**src/rtl/decade_ctrl_pkg.sv**
```systemverilog
// Shared types and constants for the decade counter chain controller.
package decade_ctrl_pkg;

    typedef enum logic [1:0] {
        ST_IDLE  = 2'd0,
        ST_RUN   = 2'd1,
        ST_PAUSE = 2'd2,
        ST_DONE  = 2'd3
    } state_t;

    localparam logic [3:0] BCD_MAX = 4'd9;
    localparam logic [3:0] BCD_MIN = 4'd0;

    // Out-of-range preload nibbles collapse to zero
    function automatic logic [3:0] bcd_sanitize(input logic [3:0] d);
        return (d > BCD_MAX) ? BCD_MIN : d;
    endfunction

endpackage

```
**src/rtl/decade_chain_ctrl_if.sv**
```systemverilog
// Command/status bundle between the debounced controls, the counter chain and the display driver.
interface decade_chain_ctrl_if #(
    parameter int unsigned DIGITS = 4
);
    localparam int unsigned W = 4 * DIGITS;

    logic         start;
    logic         stop;
    logic         clear;
    logic         load;
    logic         up_dn;
    logic [W-1:0] load_val;
    logic [W-1:0] bcd;
    logic         tc;
    logic [1:0]   state;
    logic         busy;

    modport master (
        output start, stop, clear, load, up_dn, load_val,
        input  bcd, tc, state, busy
    );

    modport slave (
        input  start, stop, clear, load, up_dn, load_val,
        output bcd, tc, state, busy
    );

endinterface

```
**src/rtl/decade_digit.sv**
```systemverilog
// One BCD digit: clear > load > step, wrapping 9->0 up and 0->9 down.
module decade_digit
    import decade_ctrl_pkg::*;
(
    input  logic       clk,
    input  logic       rst_n,
    input  logic       en,
    input  logic       up_dn,
    input  logic       ld,
    input  logic [3:0] ld_val,
    input  logic       clr,
    output logic [3:0] q,
    output logic       at_limit
);

    always_ff @(posedge clk or negedge rst_n) begin
        if (!rst_n) begin
            q <= BCD_MIN;
        end else if (clr) begin
            q <= BCD_MIN;
        end else if (ld) begin
            q <= bcd_sanitize(ld_val);
        end else if (en) begin
            if (up_dn) begin
                q <= (q == BCD_MAX) ? BCD_MIN : q + 4'd1;
            end else begin
                q <= (q == BCD_MIN) ? BCD_MAX : q - 4'd1;
            end
        end
    end

    // Digit would roll over on its next step in the current direction
    assign at_limit = up_dn ? (q == BCD_MAX) : (q == BCD_MIN);

endmodule

```
**src/rtl/decade_chain_ctrl.sv**
```systemverilog
// Run/pause/clear/load controller for a cascaded BCD counter chain with prescaled tick
// and one-cycle terminal-count pulse.
module decade_chain_ctrl
    import decade_ctrl_pkg::*;
#(
    parameter int unsigned DIGITS   = 4,
    parameter int unsigned PRESCALE = 10,
    parameter bit          WRAP     = 1'b0
) (
    input  logic               clk,
    input  logic               rst_n,
    decade_chain_ctrl_if.slave bus
);

    localparam int unsigned PW     = (PRESCALE > 1) ? $clog2(PRESCALE) : 1;
    localparam logic [PW-1:0] P_LAST = PW'(PRESCALE - 1);
    localparam int unsigned W      = 4 * DIGITS;

    state_t          state_q, state_d;
    logic [PW-1:0]   presc_q, presc_d;
    logic            tc_q, tc_d;
    logic            busy_q;
    logic            tick;
    logic            step;
    logic            dig_clr;
    logic            dig_ld;
    logic [DIGITS-1:0] lim;
    logic [DIGITS:0]   carry;
    logic [DIGITS-1:0] dig_en;
    logic [W-1:0]      bcd_w;

    // Carry chain: digit k steps only when every lower digit is at its limit
    assign carry[0] = 1'b1;
    assign dig_en   = {DIGITS{step}} & carry[DIGITS-1:0];

    for (genvar k = 0; k < DIGITS; k++) begin : g_digit
        assign carry[k+1] = carry[k] & lim[k];

        decade_digit u_digit (
            .clk      (clk),
            .rst_n    (rst_n),
            .en       (dig_en[k]),
            .up_dn    (bus.up_dn),
            .ld       (dig_ld),
            .ld_val   (bus.load_val[4*k +: 4]),
            .clr      (dig_clr),
            .q        (bcd_w[4*k +: 4]),
            .at_limit (lim[k])
        );
    end

    always_ff @(posedge clk or negedge rst_n) begin
        if (!rst_n) begin
            state_q <= ST_IDLE;
            presc_q <= '0;
            tc_q    <= 1'b0;
            busy_q  <= 1'b0;
        end else begin
            state_q <= state_d;
            presc_q <= presc_d;
            tc_q    <= tc_d;
            busy_q  <= (state_d == ST_RUN);
        end
    end

    // Command decode (clear > load > stop > start), prescaler and terminal handling
    always_comb begin
        state_d = state_q;
        presc_d = presc_q;
        tick    = 1'b0;
        dig_clr = 1'b0;
        dig_ld  = 1'b0;
        tc_d    = 1'b0;
        step    = 1'b0;

        if (bus.clear) begin
            state_d = ST_IDLE;
            presc_d = '0;
            dig_clr = 1'b1;
        end else if (bus.load && (state_q != ST_RUN)) begin
            dig_ld = 1'b1;
        end else if (bus.stop && (state_q == ST_RUN)) begin
            // A tick coinciding with stop is dropped; the prescaler parks at its last count
            state_d = ST_PAUSE;
            if (presc_q != P_LAST) begin
                presc_d = presc_q + PW'(1);
            end
        end else if (bus.start && (state_q != ST_RUN)) begin
            state_d = ST_RUN;
            if (state_q != ST_PAUSE) begin
                presc_d = '0;
            end
        end else if (state_q == ST_RUN) begin
            if (presc_q == P_LAST) begin
                presc_d = '0;
                tick    = 1'b1;
            end else begin
                presc_d = presc_q + PW'(1);
            end
        end

        tc_d = tick & carry[DIGITS];
        step = tick & ~(tc_d & ~WRAP);
        if (tc_d && !WRAP) begin
            state_d = ST_DONE;
        end
    end

    assign bus.bcd   = bcd_w;
    assign bus.state = state_q;
    assign bus.tc    = tc_q;
    assign bus.busy  = busy_q;

endmodule
```
**src/flat_wrapper.sv**
```systemverilog
// flat-port wrapper written by rule: the top's interface ports become plain ports
module decade_chain_ctrl_flat import decade_ctrl_pkg::*;
#(
    parameter int unsigned DIGITS   = 4,
    parameter int unsigned PRESCALE = 10,
    parameter bit          WRAP     = 1'b0
)
  (clk, rst_n, bus_start, bus_stop, bus_clear, bus_load, bus_up_dn, bus_load_val, bus_bcd, bus_tc, bus_state, bus_busy);
  decade_chain_ctrl_if #(.DIGITS(DIGITS)) bus_i ();
  input  logic clk;
  input  logic rst_n;
  input wire logic [$bits(bus_i.start)-1:0] bus_start;
  input wire logic [$bits(bus_i.stop)-1:0] bus_stop;
  input wire logic [$bits(bus_i.clear)-1:0] bus_clear;
  input wire logic [$bits(bus_i.load)-1:0] bus_load;
  input wire logic [$bits(bus_i.up_dn)-1:0] bus_up_dn;
  input wire logic [$bits(bus_i.load_val)-1:0] bus_load_val;
  output wire logic [$bits(bus_i.bcd)-1:0] bus_bcd;
  output wire logic [$bits(bus_i.tc)-1:0] bus_tc;
  output wire logic [$bits(bus_i.state)-1:0] bus_state;
  output wire logic [$bits(bus_i.busy)-1:0] bus_busy;
  assign bus_i.start = bus_start;
  assign bus_i.stop = bus_stop;
  assign bus_i.clear = bus_clear;
  assign bus_i.load = bus_load;
  assign bus_i.up_dn = bus_up_dn;
  assign bus_i.load_val = bus_load_val;
  assign bus_bcd = bus_i.bcd;
  assign bus_tc = bus_i.tc;
  assign bus_state = bus_i.state;
  assign bus_busy = bus_i.busy;
  decade_chain_ctrl #(.DIGITS(DIGITS), .PRESCALE(PRESCALE), .WRAP(WRAP)) u_core (.clk(clk), .rst_n(rst_n), .bus(bus_i));
endmodule
```
**config.mk**
```make
export PLATFORM = sky130hd
export DESIGN_NAME = decade_chain_ctrl_flat
export DESIGN_NICKNAME = d
export VERILOG_FILES = /design/src/rtl/decade_ctrl_pkg.sv /design/src/rtl/decade_chain_ctrl_if.sv /design/src/rtl/decade_digit.sv /design/src/rtl/decade_chain_ctrl.sv /design/src/flat_wrapper.sv
export SDC_FILE = /design/constraint.sdc
export NUM_CORES = 1
export LEC_CHECK = 0
export CAP_MARGIN = 20
export CORE_MARGIN = 3
export CORE_UTILIZATION = 50
export CTS_CLUSTER_SIZE = 14
export DETAILED_ROUTE_END_ITERATION = 6
export PLACE_DENSITY_LB_ADDON = 0.3
export SETUP_SLACK_MARGIN = 0.5
export SLEW_MARGIN = 20
export SYNTH_ARGS = -nofsm -noshare
export SYNTH_HDL_FRONTEND = slang
export SYNTH_HIERARCHICAL = 1
export SYNTH_SLANG_ARGS = --single-unit
```
**constraint.sdc**
```tcl
create_clock -name clk -period 5.4 [get_ports clk]
set_input_delay 1.08 -clock clk [delete_from_list [all_inputs] [get_ports clk]]
set_output_delay 1.08 -clock clk [all_outputs]
set_load 0.05 [all_outputs]
```
==> metrics.log <==
[metrics] routed wire length per instance: approximately 16 um
[metrics] critical path fanouts, max: 19
[metrics] CTS clk-pin slew, worst paths: approximately 0.09 ns
[metrics] number of antenna violations at the first check in global routing: 0
[metrics] count of pins on the block boundary: 43
[metrics] most used flip-flop cell after synthesis: dfrtp_1
[metrics] root buffer cell: clkbuf_8
[metrics] effective utilization at floorplan: 0.540
[metrics] critical path type: in2reg
[metrics] Avg Synthesized Cell Area: ~8.6 um^2
[metrics] VDD IR max: 178 uV
[metrics] worst clock skew: about 0.0022 ns
[metrics] TritonCTS clock tree: built
[metrics] clock sink total: 24
[metrics] global route overflow: 0
[metrics] global-route wire length before repair: 8630 um
[metrics] placement row count: 22
[metrics] fraction of synthesis flops using an asynchronous set or reset pin: 1.00
[metrics] outcome: finished clean
[metrics] Max Fclk: between 200 and 300 MHz
[metrics] Yosys warnings: 6
[metrics] Worst Min Path Start: u_core/presc_q[0]
[metrics] post-layout min period: 3.78 ns
[metrics] worst-case reg-to-reg path depth: 9
[metrics] number of design rule violations left after detail routing: 0
[metrics] Syn Std Cell Area: ~2000 um^2
[metrics] CTS H-tree lvls: 1
[metrics] maximum number of pins on one net before global-route repair: 27
[metrics] DIE AREA: approximately 4900 um^2
[metrics] Synth top area share: 0.293
[metrics] net count of the finished layout: between 200 and 300
[metrics] required time of the worst setup path: approximately 5.6 ns
[metrics] max capacitance violation total: 0
[metrics] Leakage Power: around 0.94 nW
[metrics] Initial DRC Count: between 150 and 200
[metrics] count of input and output buffers: 42
[metrics] post-layout util: 0.663
[metrics] Die Span X: roughly 70 um
[metrics] ratio of routed vias to standard cells: ~6.2
[metrics] net count of the mapped netlist: 262
[metrics] vertical die dimension: 70.0 um
[metrics] ratio of final minimum period to clock period: 0.700
[metrics] number of enable flip-flop cells after synthesis: 0
[metrics] R2R Path End: u_core/g_digit[3].u_digit/q[2]
[metrics] setup repair after global routing missed its margin: no
[metrics] register bit total from synthesis: 24
[metrics] cts bufs inserted: 3
[metrics] worst-skew pair later-pin latency: 0.27 ns
[metrics] Std-Cell Core Area: approximately 3800 um^2
[metrics] Bufs on Longest Clock Path: 2
[metrics] vias after detailed routing: a little under 2000
[metrics] Hold Path Depth: 1
[metrics] worst hold-check path type: reg2reg
[metrics] count of hold buffers inserted by post-cts repair: 0
[metrics] Inserted Diodes: 0
[metrics] critical register-to-register path startpoint: u_core/presc_q[1]
[metrics] total wire length: 5010 um
[metrics] Pre-Repair DR Iteration Count: 5
[metrics] Setup TNS: 0 ns
[metrics] main area contributors after synthesis: dfrtp_1 (29%), a21oi_1 (5.1%), a211oi_1 (4.4%)
[metrics] post-synthesis cell type count: 44
[metrics] worst-margin pin slew: about 1.0 ns
[metrics] Crit. End Element: flop
[metrics] total power per unit cell area: approximately 220 nW/um^2
[metrics] largest area contributor in the synthesized netlist: dfrtp_1
[metrics] final weighted congestion of routability-driven global placement: 0.857
[metrics] Critical Path AT: ~4.0 ns
[metrics] Setup crit start kind: input pin
[metrics] fraction of layout instances using a drive strength above 1: 0.0733
[metrics] vias in the first global route: between 1500 and 2000
[metrics] post-detailed-placement half-perimeter wirelength: between 3000 and 4000 um
[metrics] Worst slew margin: 0.310
[metrics] number of buffers inserted by post-CTS setup repair: 0
[metrics] final setup violation count: 0
[metrics] capture endpoint of the worst hold path: u_core/presc_q[0]
[metrics] overall track demand over capacity in global routing: 0.210
[metrics] post-route antenna net violation count: 0
[metrics] fraction of the yosys area taken by sequential cells: 0.293
[metrics] number of hold violations in the final report: 0
[metrics] Syn-to-layout area delta: 22.9%
[metrics] setup slack on the worst flop-to-flop path: approximately 2.8 ns
[metrics] Post-Syn Instances: about 240
[metrics] post-cts sizing count: 0
[metrics] max-slew violation count: 0
[final cells by class]
class,instances,area (um^2)
sequential,24,601
inverter,19,71.3
fill,324,1280
clock inverter,1,30.0
multi-input combinational,181,1270
clock buffer,3,41.3
timing repair buffer,45,443
tap,48,60.1
[worst max-delay path by stage]
stage | start | to | cells past startpoint
2_1_floorplan | bus_up_dn | u_core/g_digit[3].u_digit/q[2] | 9
3_3_place_gp | bus_up_dn | u_core/g_digit[3].u_digit/q[2] | 10
3_5_place_dp | bus_up_dn | u_core/g_digit[3].u_digit/q[2] | 10
4_1_cts | bus_up_dn | u_core/g_digit[3].u_digit/q[2] | 10
5_1_grt | bus_up_dn | u_core/g_digit[2].u_digit/q[1] | 9
6_report | bus_up_dn | u_core/g_digit[3].u_digit/q[2] | 10
[critical path: stages]
cell and delay [ns]:
clkdlybuf4s50_1 0.67, buf_4 0.32, or3_1 0.31, a211oi_1 0.39, nand4_1 0.20, nor2b_4 0.21, and4_1 0.29, inv_1 0.11
a21oi_1 0.07, a311oi_1 0.29
[routing by layer]
metal | vias to the layer above | wire (um) | GRT usage
met1 | 932 | 2290 | 0.289
met5 | - | 0 | 0
li1 | 973 | - | -
met3 | 2 | 275 | 0.0417
met2 | 68 | 2430 | 0.347
met4 | 0 | 22 | 0.0298
[per-stage QoR]
stage / setup WS, ns / instances / hold slack, ns / power, mW / instance area [um^2]
after CTS: 1.65 / 321 / 0.585 / 0.550 / 2520
after global placement: 1.50 / 317 / 0.542 / 0.384 / 2450
after floorplan: 2.47 / 237 / 0.512 / 0.330 / 2050
final: 1.62 / 321 / 0.579 / 0.546 / 2520
after detailed placement: 1.34 / 317 / 0.564 / 0.387 / 2450
after global routing: 1.41 / 321 / 0.649 / 0.573 / 2520
[report_power, final]
group          leakage (nW)  internal (mW)  switching, mW
combinational         0.582         0.0705         0.0936
clock                0.0357         0.0992         0.0618
sequential            0.323          0.192         0.0293
total                 0.941          0.361          0.185
[registers in the layout, indices dropped and copies added (netlist names)]
name                      count
u_core/bus.tc                 1
u_core/bus.state              2
u_core/g_digit.u_digit/q     16
u_core/presc_q                4
u_core/bus.busy               1
[cells in the mapped netlist, drive strengths merged, types with 5 or more instances]
cell type and instances:
nor2 6, o21ai 7, inv 19, nand2b 6, or3 8, a21boi 5
nand3b 5, o2111ai 8, xnor2 9, nor2b 7, a211oi 12, nor3 6
a211o 5, a21oi 21, or4 5, a311oi 9, buf 13, dfrtp 24
nand3 12, nand2 9
[placed cells by master, fill, tap and decap left out, types with 5 or more instances in the layout]
cell type | synthesis | final
a21boi_0 | 5 | 5
inv_1 | 19 | 19
a21oi_1 | 21 | 21
clkdlybuf4s50_1 | 0 | 42
a211oi_1 | 12 | 12
nor3_1 | 6 | 6
o21ai_0 | 7 | 7
xnor2_1 | 9 | 9
nand2_1 | 9 | 9
a311oi_1 | 9 | 9
nand3_1 | 12 | 12
a211o_1 | 5 | 5
dfrtp_1 | 24 | 24
nand2b_1 | 6 | 6
nor2_1 | 6 | 6
o2111ai_1 | 8 | 8
nor2b_1 | 6 | 6
[kinds of logic (layout without fill, tap and decap cells)]
kind of cell / count (synthesis) / after routing / synth area share
buffers and inverters: 32 / 68 / 0.0885
XOR/XNOR: 13 / 13 / 0.0556
adder cells (fa/ha/maj): 2 / 2 / 0.0122
flip-flops: 24 / 24 / 0.293
AND/OR/NAND/NOR: 81 / 81 / 0.254
AO/OA/AOI/OAI: 85 / 85 / 0.297
No activity file was read; power rests on OpenSTA's default activity.
==> RTL edit 1 (config.mk and constraints unchanged) <==
`WRAP` is set to 1'b0 in 2 places; all go to 1'b1.
--- a/src/rtl/decade_chain_ctrl.sv
+++ b/src/rtl/decade_chain_ctrl.sv
@@ -6,5 +6,5 @@
     parameter int unsigned DIGITS   = 4,
     parameter int unsigned PRESCALE = 10,
-    parameter bit          WRAP     = 1'b0
+    parameter bit          WRAP     = 1'b1
 ) (
     input  logic               clk,
--- a/src/flat_wrapper.sv
+++ b/src/flat_wrapper.sv
@@ -4,5 +4,5 @@
     parameter int unsigned DIGITS   = 4,
     parameter int unsigned PRESCALE = 10,
-    parameter bit          WRAP     = 1'b0
+    parameter bit          WRAP     = 1'b1
 )
   (clk, rst_n, bus_start, bus_stop, bus_clear, bus_load, bus_up_dn, bus_load_val, bus_bcd, bus_tc, bus_state, bus_busy);
Formal check against the unedited RTL: no difference found for any inputs over 10 cycles, from zero or initial values and one cycle with rst_n low; that may be too few to reach the edited logic, so the function may still have changed.
==> RTL edit 1 against the original RTL <==
Power down 12%. Register-to-register slack worse by 30 ps. Highest routed layer unchanged. Combinational power down 5%. Clock skew up 1.3 ps. Synthesized area down 3.1%. Design area down 3.7%. Sequential share of layout area up 0.91 points. Routed wire length down 3.7%. Utilization down 1.5 points. Sequential cell count unchanged. Setup slack better by 330 ps. Non-clock buffer count unchanged. Count of clock-buffer cells in the layout unchanged.
==> RTL edit 1: results (changes against the original RTL) <==
[routing]
finalWirelength_mm=4.83  ; -3.7%
dr.pass1.iters=4  ; -1
drt_iter0_drc=130  ; -27%
wl_met1_mm=2.30  ; +0.61%
vias=1910  ; -3.3%
route.met3.wl_um=225  ; -18%
viasPerCell=6.18  ; +0.46%
dr.max_layer_used=met4
met2_length_mm=2.26  ; -6.8%

[hold_path]
min-delay-start=u_core/presc_q[1]$_DFFE_PN0P_
min_to=u_core/presc_q[1]$_DFFE_PN0P_

[clock_tree]
post_cts_buffers=0  ; unchanged
ctsLongestPathBuffers=2  ; unchanged

[sta]
fin_crit_ps=3450  ; -332 ps
tightest_slew_ps=998  ; -32.5 ps
fin_hold_ws_ps=561  ; -17.7 ps
finClkSkew_ps=3.51  ; +1.32 ps

[global_routing]
grtUsageTotal_pct=20.5  ; -0.53 points
grt_pass1_wl_mm=8.20  ; -5.0%
grt_use_met2_pct=33.3  ; -1.5 points
grtUsageMet1_pct=27.9  ; -1.1 points
grt_max_degree=35  ; +30%
grt_pass1_vias=1769  ; -2.6%
met3_usage_pct=4.37  ; +0.20 points

[final_layout]
seq_share_pct=24.8  ; +0.91 points
regMostFlops=u_core/g_digit.u_digit/q
num-nonclk-inverters=18  ; -1
multi_input_area_um2=1210  ; -4.6%
drive_gt1_share_pct=6.51  ; -0.81 points
final_nets=288  ; -3.7%
n_all_buffers=45  ; unchanged
fill_cells=328  ; +1.2%
largest_reg_flops=16  ; unchanged
final-clk-cell-share_pct=1.70  ; -1.1 points
buffer_area_share_pct=18.3  ; +0.67 points
num-multi-input-gates=171  ; -5.5%
fin_util_pct=64.8  ; -1.5 points

[power]
finalPower_mw=0.483  ; -12%
p_leak_nw=0.917  ; -2.6%
max-vdd-ir-drop_uv=93.9  ; -47%

[setup_path]
crit_family=simple AND/OR/NAND/NOR gates
crit_start=bus_clear
cp_max_fo=14  ; -5
arrival_ps=3630  ; -330 ps
slowest_delay_ps=710  ; +40 ps
r2r_slack_ps=2750  ; -30 ps

[die]
core_area_um2=3740  ; -1.4%

[synthesis]
yosysUniqueCellTypes=43  ; -2.3%
synthTopCellsByCount=dfrtp_1, a21oi_1, inv_1
ys_seq_area_share_pct=30.2  ; +0.94 points
synthCells=226  ; -4.6%
syn_nets=251  ; -4.2%
synth_area_leaders=dfrtp_1, a21oi_1, a211oi_1, a311oi_1, o2111ai_1

[placed_design]
io_buffers=42  ; unchanged
dp.cells=306  ; -3.5%
dpl_worst_slack_ps=1670  ; +329 ps
dpl-instance-area_um2=2380  ; -2.6%
hpwl_mm=3.30  ; -6.4%
place_congestion=0.781  ; -8.9%

[outcome]
outcome=complete, no violations

==> RTL edit 1: cell types whose count changed in the layout (fill, tap and decap cells not counted), sizes merged, moves of 2 or more <==
cell / delta
nand2: -5
o211ai: -3
o21ai: -3
and3: +2
nand4: -2
nor3b: +2
==> RTL edit 1: kinds of logic after synthesis <==
| family | share of synthesized area [%] |
|---|---|
| AO/OA/AOI/OAI | 29.6 |
| XOR/XNOR | 5.29 |
| adder cells (fa/ha/maj) | 1.26 |
| buffers and inverters | 8.88 |
| flip-flops | 30.2 |
| AND/OR/NAND/NOR | 24.8 |
==> RTL edit 1: worst reg2reg max path: stages, from the launching register on <==
cell and delay (ps):
dfrtp_1 420, inv_1 70, ha_1 150, and4bb_2 230
nor3b_2 410, and2_1 370, and3_1 340, inv_1 90
a211o_1 240, a311oi_1 250
==> RTL edit 1: power breakdown <==
part,switching [mW],leakage (nW),internal (mW)
Combinational,0.0881,0.571,0.0678
Sequential,0.0274,0.324,0.190
Clock,0.0594,0.0216,0.0501
Total,0.175,0.917,0.308
==> RTL edit 2 (same flow settings) <==
Without the edit above. Make the reset (`rst_n`) synchronous in 2 clocked blocks.
--- a/src/rtl/decade_digit.sv
+++ b/src/rtl/decade_digit.sv
@@ -14,5 +14,5 @@
 );
 
-    always_ff @(posedge clk or negedge rst_n) begin
+    always_ff @(posedge clk) begin
         if (!rst_n) begin
             q <= BCD_MIN;
--- a/src/rtl/decade_chain_ctrl.sv
+++ b/src/rtl/decade_chain_ctrl.sv
@@ -50,5 +50,5 @@
     end
 
-    always_ff @(posedge clk or negedge rst_n) begin
+    always_ff @(posedge clk) begin
         if (!rst_n) begin
             state_q <= ST_IDLE;
Formal check against the unedited RTL: differs if rst_n is asserted again (counterexample within 4 cycles, from zero or initial values and one cycle with rst_n low); with rst_n held inactive, the same outputs for 4 cycles.
==> RTL edit 2 against the original RTL <==
Synthesized area is 4.2% higher. Die area is 3.8% higher. Non-clock buffer count is 1 higher. Sequential cell count stayed put. Critical endpoint is now u_core/g_digit[3].u_digit/q[2]$_SDFFE_PP0P_. Routed wire length is 8.2% lower. Register-to-register slack worse by 100 ps. Setup slack worse by 210 ps. Clock power is 21% lower. Power is 23% lower. Design area is 0.79% higher.
==> RTL edit 2: results (changes against the original RTL) <==
[outcome]
outcome=complete, no violations

[routing]
viasPerCell=5.82  ; -5.5%
dr.pass1.iters=4  ; -1
wire_per_inst_um=13.2  ; -15%
detail-route-antenna-nets=0  ; unchanged
drt_iter0_drc=96  ; -46%

[setup_path]
timing.rr.end=u_core/g_digit[3].u_digit/q[2]$_SDFFE_PP0P_
cp_max_fo=19  ; unchanged
reg2reg_from=u_core/g_digit[0].u_digit/q[0]$_SDFFE_PP0P_
reg2regPathDepth=9  ; unchanged
r2r_slack_ps=2680  ; -100 ps
arrival_ps=4170  ; +210 ps

[placed_design]
place_congestion=0.808  ; -5.8%
io_buffers=42  ; unchanged
dp.cells=343  ; +8.2%
dpl-instance-area_um2=2480  ; +1.5%
hpwl_mm=3.36  ; -4.6%

[clock_tree]
ctsLongestPathBuffers=2  ; unchanged
cts-root-buf=clkbuf_8
path_clk_slew_ps=90  ; about the same
post_cts_buffers=0  ; unchanged
worstSkewPairLatency_ps=270  ; about the same
cts_resized=0  ; unchanged
htreeDepth=1  ; unchanged
cts-buffers-inserted=3  ; unchanged

[hold_path]
min_path_type=flop to flop
min_to=u_core/presc_q[3]$_SDFFE_PP0P_
holdPathStages=1  ; unchanged
min-delay-start=u_core/presc_q[3]$_SDFFE_PP0P_

[sta]
fin_hold_ws_ps=525  ; -53.9 ps
finClkSkew_ps=5.36  ; +3.17 ps
maxSlewHeadroom_pct=50.8  ; +20 points

[final_layout]
largest_reg_flops=16  ; unchanged
fill_cells=366  ; +13%
fin_util_pct=62.6  ; -3.7 points
regMostFlops=u_core/g_digit.u_digit/q
diodes=0  ; unchanged
final_cells=347  ; +8.1%
final_nets=323  ; +8.0%
drive_gt1_share_pct=8.75  ; +1.4 points

[power]
max-vdd-ir-drop_uv=81.4  ; -54%
p_leak_nw=0.849  ; -9.8%

[global_routing]
grt_max_degree=20  ; -26%
grtUsageTotal_pct=18.0  ; -3.0 points
grt_pass1_vias=1788  ; -1.5%
antenna_found_initial=0  ; unchanged
grt_pass1_wl_mm=7.67  ; -11%
overflow=0  ; unchanged

[synthesis]
synthCells=271  ; +14%
async_reset_ff_share_pct=0  ; -100 points
yosysWarnings=6  ; unchanged
synthTopCellsByCount=dfxtp_1, nor2_1, nand2b_1
synth_area_leaders=dfxtp_1, nand2b_1, xnor2_1, buf_6, nor2_1
yosysUniqueCellTypes=44  ; unchanged
ys_seq_area_share_pct=22.5  ; -6.8 points
syn_nets=296  ; +13%

-- RTL edit 2: changes by cell type after synthesis, sizes merged, moves of 8 or more --
| cell | unedited run | this run |
|---|---|---|
| nand2b | 6 | 22 |
| dfxtp | 0 | 24 |
| nor3 | 6 | 14 |
| o2111ai | 8 | 0 |
| a31oi | 0 | 9 |
| nor2 | 6 | 23 |
| nand2 | 9 | 19 |
| inv | 19 | 9 |
| dfrtp | 24 | 0 |
| buf | 13 | 24 |
-- RTL edit 2: cell type report --
class | instances | area share [%]
inverter | 9 | 1.33
multi-input combinational | 214 | 57.4
timing repair buffer | 46 | 17.7
tap | 50 | 2.46
clock buffer | 4 | 2.17
sequential | 24 | 18.9
-- RTL edit 2: worst max-delay path: stages --
cell	delay [ps]
clkdlybuf4s50_1	780
buf_4	360
or3_1	310
a211oi_1	330
and4_1	340
nor2_4	90
and4_1	280
nand2b_1	120
a31oi_1	50
o211a_1	170
a2111oi_2	260
-- RTL edit 2: cells by family (layout without fill, tap and decap cells) --
logic type	after synthesis	count (layout)	share of synthesized area [%]
xor+xnor	12	12	4.92
simple gates	116	116	32.4
flops	24	24	22.5
buf+inv	33	59	9.55
compound gates	83	83	29.0
fa+ha+maj	2	2	1.17
mux	1	1	0.469
-- RTL edit 2: per-layer routing --
| metal | global-route usage [%] | vias to the layer above | share of wire (%) |
|---|---|---|---|
| met5 | 0 | - | 0 |
| met1 | 23.7 | 932 | 49 |
| met2 | 30.2 | 40 | 46 |
| met3 | 2.52 | 5 | 3.6 |
| li1 | - | 1041 | - |
| met4 | 6.05 | 0 | 1.2 |
-- RTL edit 2: worst max path at each step --
stage	slack [ps]	depth (start not counted)	from	to
6_report	1410	11	bus_up_dn	u_core/g_digit[3].u_digit/q[2]$_SDFFE_PP0P_
5_1_grt	1150	11	bus_up_dn	u_core/g_digit[3].u_digit/q[2]$_SDFFE_PP0P_
4_1_cts	1400	11	bus_up_dn	u_core/g_digit[2].u_digit/q[2]$_SDFFE_PP0P_
3_5_place_dp	1140	11	bus_up_dn	u_core/g_digit[2].u_digit/q[2]$_SDFFE_PP0P_
3_3_place_gp	1220	11	bus_up_dn	u_core/g_digit[3].u_digit/q[2]$_SDFFE_PP0P_
2_1_floorplan	2290	10	bus_up_dn	u_core/g_digit[3].u_digit/q[2]$_SDFFE_PP0P_
-- RTL edit 2: through the flow --
stage | power (mW) | setup slack [ps]
2_1_floorplan | 0.264 | 2290
3_3_place_gp | 0.296 | 1220
3_5_place_dp | 0.297 | 1140
4_1_cts | 0.423 | 1400
5_1_grt | 0.439 | 1150
6_report | 0.420 | 1410
-- RTL edit 2: report_power, final --
part,switching (mW),leakage (nW),total [mW],internal (mW)
Combinational,0.0530,0.626,0.100,0.0473
Clock,0.0614,0.0288,0.127,0.0653
Sequential,0.0118,0.195,0.193,0.181
